--- src/rtl/dram_axi_gate.sv ---
`default_nettype none
// +--------------------------------------------------------------------------+
// | dram_axi_gate: AXI4 calibration gate, outstanding-burst limiter and       |
// | drain controller in front of the DRAM controller slave port.              |
// | Optional perf counters: DRAM_AXI_GATE_PERF_EN                             |
// | Revision: 1.0                                                             |
// +--------------------------------------------------------------------------+

package dram_axi_gate_pkg;
    typedef struct packed {
        logic [5:0]  id;
        logic [47:0] addr;
        logic [7:0]  len;
        logic [2:0]  size;
        logic [1:0]  burst;
    } axi_ax_t;

    typedef struct packed {
        logic [63:0] data;
        logic [7:0]  strb;
        logic        last;
    } axi_w_t;

    typedef struct packed {
        logic [5:0] id;
        logic [1:0] resp;
    } axi_b_t;

    typedef struct packed {
        logic [5:0]  id;
        logic [63:0] data;
        logic [1:0]  resp;
        logic        last;
    } axi_r_t;

    typedef struct packed {
        axi_ax_t aw;
        logic    aw_valid;
        axi_w_t  w;
        logic    w_valid;
        logic    b_ready;
        axi_ax_t ar;
        logic    ar_valid;
        logic    r_ready;
    } axi_req_t;

    typedef struct packed {
        logic   aw_ready;
        logic   ar_ready;
        logic   w_ready;
        logic   b_valid;
        axi_b_t b;
        logic   r_valid;
        axi_r_t r;
    } axi_resp_t;
endpackage

module dram_axi_gate #(
    parameter type         axi_req_t     = dram_axi_gate_pkg::axi_req_t,
    parameter type         axi_resp_t    = dram_axi_gate_pkg::axi_resp_t,
    parameter int unsigned AddrWidth     = 48,
    parameter int unsigned DramAddrWidth = 32,
    parameter int unsigned MaxReadTxns   = 8,
    parameter int unsigned MaxWriteTxns  = 8,
    parameter int unsigned CalibTimeout  = 2**20
) (
    input  logic                                clk_i,
    input  logic                                rst_i,
    input  logic                                calib_done_i,
    input  logic                                flush_i,
    input  axi_req_t                            slv_req_i,
    output axi_resp_t                           slv_rsp_o,
    output axi_req_t                            mst_req_o,
    input  axi_resp_t                           mst_rsp_i,
    output logic [1:0]                          state_o,
    output logic [$clog2(MaxReadTxns+1)-1:0]    rd_outstanding_o,
    output logic [$clog2(MaxWriteTxns+1)-1:0]   wr_outstanding_o,
    output logic                                calib_timeout_o,
`ifdef DRAM_AXI_GATE_PERF_EN
    output logic [31:0]                         rd_beats_o,
    output logic [31:0]                         wr_beats_o,
    output logic [31:0]                         stall_cycles_o,
`endif
    output logic                                idle_o
);

    localparam int unsigned c_rd_w  = $clog2(MaxReadTxns+1);
    localparam int unsigned c_wr_w  = $clog2(MaxWriteTxns+1);
    localparam int unsigned c_tmo_w = (CalibTimeout > 1) ? $clog2(CalibTimeout) : 1;

    localparam logic [c_rd_w-1:0]    c_rd_max    = c_rd_w'(MaxReadTxns);
    localparam logic [c_wr_w-1:0]    c_wr_max    = c_wr_w'(MaxWriteTxns);
    localparam logic [c_tmo_w-1:0]   c_tmo_last  = c_tmo_w'(CalibTimeout - 1);
    localparam logic [AddrWidth-1:0] c_addr_mask = {AddrWidth{1'b1}} >> (AddrWidth - DramAddrWidth);

    localparam logic [1:0] c_st_wait_calib = 2'd0;
    localparam logic [1:0] c_st_run        = 2'd1;
    localparam logic [1:0] c_st_drain      = 2'd2;
    localparam logic [1:0] c_st_hold       = 2'd3;

    logic [1:0]         r_state;
    logic [1:0]         w_state_nxt;
    logic [c_rd_w-1:0]  r_rd_cnt;
    logic [c_wr_w-1:0]  r_wr_cnt;
    logic [c_wr_w-1:0]  r_wdat_cnt;
    logic [c_tmo_w-1:0] r_tmo_cnt;
    logic               r_calib_timeout;

    logic w_ar_admit, w_aw_admit, w_w_open;
    logic w_ar_hs, w_aw_hs, w_w_hs, w_w_last_hs, w_r_hs, w_r_last_hs, w_b_hs;
    logic w_drained;

    assign w_ar_admit = !rst_i && (r_state == c_st_run) && (r_rd_cnt < c_rd_max);
    assign w_aw_admit = !rst_i && (r_state == c_st_run) && (r_wr_cnt < c_wr_max);
    assign w_w_open   = !rst_i && (r_wdat_cnt != '0);

    // Payloads pass straight through; only valids/readies are gated and the
    // address bits above the DRAM window are cleared.
    always_comb begin
        mst_req_o          = slv_req_i;
        mst_req_o.aw.addr  = slv_req_i.aw.addr & c_addr_mask;
        mst_req_o.ar.addr  = slv_req_i.ar.addr & c_addr_mask;
        mst_req_o.ar_valid = slv_req_i.ar_valid & w_ar_admit;
        mst_req_o.aw_valid = slv_req_i.aw_valid & w_aw_admit;
        mst_req_o.w_valid  = slv_req_i.w_valid & w_w_open;

        slv_rsp_o          = mst_rsp_i;
        slv_rsp_o.ar_ready = mst_rsp_i.ar_ready & w_ar_admit;
        slv_rsp_o.aw_ready = mst_rsp_i.aw_ready & w_aw_admit;
        slv_rsp_o.w_ready  = mst_rsp_i.w_ready & w_w_open;

        if (rst_i) begin
            mst_req_o.b_ready = 1'b0;
            mst_req_o.r_ready = 1'b0;
            slv_rsp_o.b_valid = 1'b0;
            slv_rsp_o.r_valid = 1'b0;
        end
    end

    assign w_ar_hs     = mst_req_o.ar_valid & mst_rsp_i.ar_ready;
    assign w_aw_hs     = mst_req_o.aw_valid & mst_rsp_i.aw_ready;
    assign w_w_hs      = mst_req_o.w_valid & mst_rsp_i.w_ready;
    assign w_w_last_hs = w_w_hs & slv_req_i.w.last;
    assign w_r_hs      = slv_rsp_o.r_valid & slv_req_i.r_ready;
    assign w_r_last_hs = w_r_hs & mst_rsp_i.r.last;
    assign w_b_hs      = slv_rsp_o.b_valid & slv_req_i.b_ready;

    assign w_drained = (r_rd_cnt == '0) && (r_wr_cnt == '0) && (r_wdat_cnt == '0);

    always_comb begin
        w_state_nxt = r_state;
        case (r_state)
            c_st_wait_calib: if (calib_done_i && !flush_i) w_state_nxt = c_st_run;
            c_st_run:        if (flush_i || !calib_done_i) w_state_nxt = c_st_drain;
            c_st_drain:      if (w_drained) w_state_nxt = calib_done_i ? c_st_hold : c_st_wait_calib;
            c_st_hold: begin
                if (!calib_done_i) w_state_nxt = c_st_wait_calib;
                else if (!flush_i) w_state_nxt = c_st_run;
            end
            default:         w_state_nxt = c_st_wait_calib;
        endcase
    end

    always_ff @(posedge clk_i) begin
        if (rst_i) begin
            r_state         <= c_st_wait_calib;
            r_rd_cnt        <= '0;
            r_wr_cnt        <= '0;
            r_wdat_cnt      <= '0;
            r_tmo_cnt       <= '0;
            r_calib_timeout <= 1'b0;
        end else begin
            r_state <= w_state_nxt;

            case ({w_ar_hs, w_r_last_hs})
                2'b10:   r_rd_cnt <= r_rd_cnt + c_rd_w'(1);
                2'b01:   if (r_rd_cnt != '0) r_rd_cnt <= r_rd_cnt - c_rd_w'(1);
                default: ;
            endcase

            case ({w_aw_hs, w_b_hs})
                2'b10:   r_wr_cnt <= r_wr_cnt + c_wr_w'(1);
                2'b01:   if (r_wr_cnt != '0) r_wr_cnt <= r_wr_cnt - c_wr_w'(1);
                default: ;
            endcase

            case ({w_aw_hs, w_w_last_hs})
                2'b10:   r_wdat_cnt <= r_wdat_cnt + c_wr_w'(1);
                2'b01:   if (r_wdat_cnt != '0) r_wdat_cnt <= r_wdat_cnt - c_wr_w'(1);
                default: ;
            endcase

            // Timer saturates at its last value; the flag is sticky until reset.
            if (r_state == c_st_wait_calib) begin
                if (r_tmo_cnt == c_tmo_last) r_calib_timeout <= 1'b1;
                else                         r_tmo_cnt <= r_tmo_cnt + c_tmo_w'(1);
            end else begin
                r_tmo_cnt <= '0;
            end
        end
    end

`ifndef SYNTHESIS
    always_ff @(posedge clk_i) begin
        if (!rst_i) begin
            assert (!(w_r_last_hs && !w_ar_hs && r_rd_cnt == '0));
            assert (!(w_b_hs && !w_aw_hs && r_wr_cnt == '0));
        end
    end
`endif

`ifdef DRAM_AXI_GATE_PERF_EN
    logic [31:0] r_rd_beats, r_wr_beats, r_stall_cycles;
    logic        w_stall;

    assign w_stall = (slv_req_i.ar_valid && !w_ar_admit) || (slv_req_i.aw_valid && !w_aw_admit);

    always_ff @(posedge clk_i) begin
        if (rst_i) begin
            r_rd_beats     <= '0;
            r_wr_beats     <= '0;
            r_stall_cycles <= '0;
        end else begin
            if (w_r_hs)  r_rd_beats     <= r_rd_beats + 32'd1;
            if (w_w_hs)  r_wr_beats     <= r_wr_beats + 32'd1;
            if (w_stall) r_stall_cycles <= r_stall_cycles + 32'd1;
        end
    end

    assign rd_beats_o     = r_rd_beats;
    assign wr_beats_o     = r_wr_beats;
    assign stall_cycles_o = r_stall_cycles;
`endif

    assign state_o          = r_state;
    assign rd_outstanding_o = r_rd_cnt;
    assign wr_outstanding_o = r_wr_cnt;
    assign calib_timeout_o  = r_calib_timeout;
    assign idle_o           = (r_rd_cnt == '0) && (r_wr_cnt == '0);

endmodule
`default_nettype wire

--- config.mk ---
export PLATFORM = sky130hd
export DESIGN_NAME = dram_axi_gate
export DESIGN_NICKNAME = d
export VERILOG_FILES = /design/src/rtl/dram_axi_gate.sv
export SDC_FILE = /design/constraint.sdc
export NUM_CORES = 1
export LEC_CHECK = 0
export BUFFER_PORTS_ARGS = -buffer_cell sky130_fd_sc_hd__buf_2
export CORE_AREA = 2 2 238 240
export CTS_BUF_LIST = sky130_fd_sc_hd__clkbuf_16
export CTS_CLUSTER_SIZE = 16
export DETAILED_ROUTE_END_ITERATION = 12
export DIE_AREA = 0 0 240 242
export PLACE_DENSITY = 0.38
export RECOVER_POWER = 100
export SYNTH_ARGS = -nofsm -noshare
export SYNTH_HDL_FRONTEND = slang
export SYNTH_SLANG_ARGS = --single-unit
--- constraint.sdc ---
create_clock -name clk_i -period 2.4 [get_ports clk_i]
set_input_delay 0 -clock clk_i [delete_from_list [all_inputs] [get_ports clk_i]]
set_output_delay 0 -clock clk_i [all_outputs]
set_load 0.005 [all_outputs]
Yosys cells after proc, flatten, opt, wreduce, memory -nomap -nowiden
Cells that the tools add are included.
{ "classes": {"addsub": 7, "order_cmp": 2, "n_eq_ne": 17, "mux": 17, "n_bitwise": 14, "reduce_logical": 27} }
{ "ops": {"columns": ["op", "n"], "rows": [
  ["4-bit one-hot mux with 2 select lines", 3],
  ["20-bit by 1-bit adder with 20-bit output, second input constant", 1],
  ["20-bit == test, second input constant", 1],
  ["1-bit AND", 13],
  ["4-bit by 1-bit adder with 4-bit output, second input constant", 3],
  ["4-bit logical NOT", 3],
  ["2-bit 2-to-1 mux", 6],
  ["4-bit 2-to-1 mux", 3],
  ["4-bit nonzero test", 3],
  ["4-bit by 1-bit subtractor with 4-bit output, second input constant", 3],
  ["2-bit == test, second input constant", 5],
  ["2-bit != test, second input constant", 5],
  ["2-bit by 1-bit == test with 1-bit output, second input constant", 4],
  ["4-bit < comparator, second input constant", 2],
  ["2-bit one-hot mux with 4 select lines", 1],
  ["2-bit AND reduction", 4],
  ["1-bit logical AND", 7],
  ["2-bit nonzero test", 3],
  ["1-bit 2-to-1 mux", 4],
  ["4-bit AND reduction", 1],
  ["1-bit logical NOT", 3],
  ["3-bit != test, second input constant", 1],
  ["2-bit logical NOT", 1],
  ["2-bit by 1-bit != test with 1-bit output, second input constant", 1],
  ["other kinds (3)", 3]
]} }
{ "word_totals": {"regBits": 35, "input_bits": 302, "output_inout_bits": 310, "wordCells": 90} }

Longest topological paths before layout
{ "depth": {"word_depth": 8, "ltp_mapped": 10, "mapped_depth_nobuf": 9} }

Least setup slack after synthesis
OpenSTA, ideal clock, no wires.
{ "synth_timing": {"path_kind": "register -> register", "from": "reg r_state[1] (netlist: state_o[1])", "to": "reg r_rd_cnt[2] (netlist: rd_outstanding_o[2])", "setup_time_ps": 117, "arrival_ps": 2154, "required_ps": 2283, "setup_slack_ps": 129, "path_stages_with_launch": 11, "path_buffers": 1, "period_less_slack_ps": 2271, "cell_sequence": "dfxtp_1 buf_6 nor4b_2 and2_1 a21oi_1 xor2_1 ha_1 or4_1 mux2i_1 xnor2_1 nor2_1"} }
{ "synth_rtl": {"columns": ["item", "line_no", "rtl"], "rows": [
  ["from (decl)", "101", "logic [1:0] r_state;"],
  ["from (signal assigned)", "166", "r_state <= c_st_wait_calib;"],
  ["from (signal assigned)", "173", "r_state <= w_state_nxt;"],
  ["to (signal assigned)", "176", "2'b10: r_rd_cnt <= r_rd_cnt + c_rd_w'(1);"],
  ["to (signal assigned)", "177", "2'b01: if (r_rd_cnt != '0) r_rd_cnt <= r_rd_cnt - c_rd_w'(1);"],
  ["to (decl)", "103", "logic [c_rd_w-1:0] r_rd_cnt;"]
]} }

Worst setup path in the final report
{ "layout_timing": {"from": "reg r_rd_cnt[3] (netlist: rd_outstanding_o[3])", "to": "reg r_rd_cnt[2] (netlist: rd_outstanding_o[2])"} }
{ "layout_between": {"elab_chain_cells": 7, "word_cells_on_any_way": 11, "classes_between": "order compare (1); eq/ne (3); mux (1); bitwise (2); reduce/logical (4)"} }
{ "layout_lines": {"columns": ["item", "line_no", "rtl"], "rows": [
  ["4-bit < comparator", "113", "assign w_ar_admit = !rst_i && (r_state == c_st_run) && (r_rd_cnt < c_rd_max);"],
  ["1-bit logical AND", "113", null],
  ["1-bit AND", "123", "mst_req_o.ar_valid = slv_req_i.ar_valid & w_ar_admit;"],
  ["1-bit AND", "140", "assign w_ar_hs = mst_req_o.ar_valid & mst_rsp_i.ar_ready;"],
  ["2-bit by 1-bit == test with 1-bit output / 2-bit == test (equally long branches)", "175", "case ({w_ar_hs, w_r_last_hs})"],
  ["2-bit != test (no line) / 2-bit nonzero test (equally long branches)", null, null],
  ["2-bit AND reduction (no line)", null, null]
]} }
Parallel ways exist; a longest one is shown, timed or not.
A chain may end at the register's enable or synchronous reset.

==> impl_metrics.py <==
metrics = {
    "run_status": {
        "status": "finished clean",
    },
    "setup_path": {
        "criticalPathCategory": "reg2reg",
        "crit_buf_inv": 0,
        "cpPeakStageDelay_ns": 0.53,
        "critPathSlowestCell": "or4_1",
        "crit_chain": "nor4b_4, and2_1, a21oi_1, xor2_1, ha_1, or4_1, mux2i_2, xnor2_1, nor2_1",
        "end_kind": "flip-flop",
        "cpLargestDelayFamily": "simple AND/OR/NAND/NOR gates",
        "path_max_fanout": 2,
        "crit_required_ns": 2.58,
        "arrival_ns": 2.47,
        "cp-start-kind": "flip-flop",
    },
    "logic_synthesis": {
        "yosysWarningCount": 0,
        "synthesis.instances": 524,
        "synth_edf_count": 0,
        "ys_dominant_reg_cell": "dfxtp_1",
        "syn_avg_cell_area_um2": 7.91,
        "yosys-top-cells-area": "buf_4 52%, dfxtp_1 17%, xnor2_1 3.0%, nor2_1 2.7%, mux2i_1 2.4%",
        "syn_area_um2": 4140,
        "synthArstFlopShare_pct": 0,
        "synth_top_cell_area_share_pct": 52.2,
        "synth_seq_area_share_pct": 16.9,
        "ys_ff_latch": 35,
        "yosysTopAreaCell": "buf_4",
        "ys_types": 47,
    },
    "floorplanning": {
        "rows": 87,
        "core_area_um2": 55700,
        "fp.dieW_um": 240,
        "dieHeight_um": 242,
        "die-area_um2": 58100,
        "ioPinCount": 612,
        "start_util_pct": 7.44,
    },
    "detailed_routing": {
        "wirelength_um": 11400,
        "wl_met1_um": 3440,
        "postRouteAntennaNets": 0,
        "wl_met2_um": 4530,
        "wl_per_cell_um": 10.6,
        "viasPerCell": 2.19,
        "dr.pass1.iters": 4,
        "wl_met3_um": 2040,
        "route.detailed.drc": 0,
        "vias": 2345,
        "highest_layer": "met4",
        "drtIter0Drc": 140,
    },
    "final_layout": {
        "nNetsFinal": 618,
        "syn_to_final_growth_pct": -17.8,
        "antenna_cells": 0,
        "layout-drive-gt1-share_pct": 15.7,
        "final_common_cell": "dfxtp_1",
        "final-instance-count-excl-fill": 1069,
        "final_cell_mix": "35 x dfxtp_1, 32 x conb_1, 30 x nor2_1",
    },
    "global_routing": {
        "grt_pass1_vias": 2324,
        "grt_max_degree": 17,
        "grt_use_total_pct": 3.67,
        "grt_pass1_wl_um": 15300,
        "antenna_found_initial": 2,
        "overflow": 0,
    },
    "timing": {
        "fin_crit_sh_pct": 95.6,
        "hold_violations": 0,
        "rsz0062_at_grt": "yes",
        "drv_slew": 0,
        "fmax_mhz": 436,
        "setup_viol": 0,
        "worst_pin_slew_ns": 0.694,
        "fin_skew_ns": 0.00374,
        "max_slew_margin_pct": 53.8,
        "final.min_clock_period_ns": 2.29,
    },
    "clock_tree": {
        "cts.sinks": 35,
        "clockRootBuffer": "clkbuf_16",
        "postCtsHoldBufs": 0,
        "clock_latency_ns": 0.28,
        "numCtsBuffers": 5,
        "cts_max_path_buffers": 2,
        "h-tree-depth": 2,
        "cts_tree": "built",
        "clk_transition_reported_paths_ns": 0.06,
    },
    "pwr": {
        "cellLeakagePower_nw": 1.10,
        "ir_worst_vdd_mv": 0.232,
        "comb_power_share_pct": 8.0,
        "switching_share_pct": 23.8,
        "power.total_mw": 1.47,
        "p_int_mw": 1.12,
        "p_sw_mw": 0.351,
        "power_density_nw_per_um2": 432,
        "power_frac_clock_pct": 51.5,
        "seqPwrFrac_pct": 40.5,
    },
    "place": {
        "port_buffers": 39,
        "dpl.hpwl_um": 9110,
        "gp_congestion": 0.663,
        "dpl.cell_count": 1061,
    },
    "hold_path": {
        "hold_class": "in2out",
    },
    "job": {
        "cap_violations": 0,
    },
}
## routing by layer
metal	up-vias	global-route usage (%)
met2	236	4.84
met4	0	4.49
met5	-	0.0842
li1	970	-
met3	135	2.95
met1	1004	3.13
## state kept, by name (all words and copies together) (netlist names)
signal	flops
calib_timeout_o	1
r_wdat_cnt	4
wr_outstanding_o	4
state_o	2
rd_outstanding_o	4
r_tmo_cnt	20
## worst paths after layout
path	start	end	slack (ns)	depth (start not counted)
max	rd_outstanding_o[3]$_SDFFE_PP0P_	rd_outstanding_o[2]$_SDFFE_PP0P_	0.11	9
min reg2reg	r_tmo_cnt[10]$_SDFFE_PP0N_	r_tmo_cnt[10]$_SDFFE_PP0N_	0.48	1
max reg2reg	rd_outstanding_o[3]$_SDFFE_PP0P_	rd_outstanding_o[2]$_SDFFE_PP0P_	0.11	9
min	slv_req_i[74]	mst_req_o[74]	0.000002	0
## cells in the mapped netlist (2+ instances only)
master    number
o21ai_0        6
a21oi_1       10
nor4b_2        2
buf_4        288
nand2b_1       4
nor3_1         6
a211oi_1       3
and4_1         4
nand3_1        9
inv_1          3
nor4_1         3
o31ai_1        2
dfxtp_1       35
xor2_1         2
nor2_1        30
nand4_1        6
clkbuf_1       5
or4_1          3
ha_1           4
a41oi_1        2
xnor2_1       14
and2_1        10
nand2_1       17
or3_1          3
mux2i_1       10
and3_1         6
nor2b_1        6
buf_2          4
a31oi_1        9
## power by group through the flow
| stage | combinational [mW] | clock (mW) | sequential (mW) |
|---|---|---|---|
| after global routing | 0.133 | 0.818 | 0.597 |
| after detailed placement | 0.120 | 0 | 0.609 |
| after CTS | 0.121 | 0.795 | 0.596 |
| final | 0.117 | 0.759 | 0.597 |
| after global placement | 0.120 | 0 | 0.609 |
| after floorplan | 0.454 | 0 | 0.608 |
## timing repair
| item | in CTS | in global routing |
|---|---|---|
| gates resized for setup | 0 | 3 |
| setup endpoints to repair | 0 | 2 |
| setup buffers | 0 | 0 |
## worst register-to-register path, delay by kind of cell, from the launching register on
kind / cells / cell delay [ns]
AOI/OAI and AO/OA: 1 / 0.10
xor gates and xnor gates: 2 / 0.30
adders and majority gates: 1 / 0.20
DFF: 1 / 0.33
muxes: 1 / 0.20
and+or+nand+nor: 4 / 1.05
## cells by family (layout without fill, tap and decap cells)
kind of cell,after synthesis,after routing,synth area share [%]
buffers and inverters,302,60,54.0
AND/OR/NAND/NOR,117,117,15.9
AO/OA/AOI/OAI,38,38,5.83
flip-flops,35,35,16.9
XOR/XNOR,16,16,3.38
multiplexers,11,11,2.69
adder cells (fa/ha/maj),4,4,1.21
other,1,32,0.0905
## through the flow
| step | hold WS [ns] | instance area, um^2 | worst slack, ns | setup TNS (ns) | util (%) |
|---|---|---|---|---|---|
| 2_1_floorplan | 0.0808 | 4260 | 0.129 | 0 | - |
| 3_3_place_gp | 0.0000346 | 3250 | 0.131 | 0 | 5.83 |
| 3_5_place_dp | 0.0000346 | 3250 | 0.125 | 0 | 5.83 |
| 4_1_cts | 0.0000346 | 3420 | 0.0965 | 0 | 6.14 |
| 5_1_grt | 0.00000795 | 3410 | -0.0105 | -0.0105 | 6.12 |
| 6_report | 0.00000197 | 3410 | 0.107 | 0 | 6.12 |
## cell type report
class                      instances  area, um^2
inverter                           3        11.3
clock buffer                       5         125
timing repair buffer              49         245
fill                            6651       52300
clock inverter                     3        43.8
sequential                        35         701
tap                              756         946
multi-input combinational        218        1340
No activity file was read; power rests on OpenSTA's default activity.
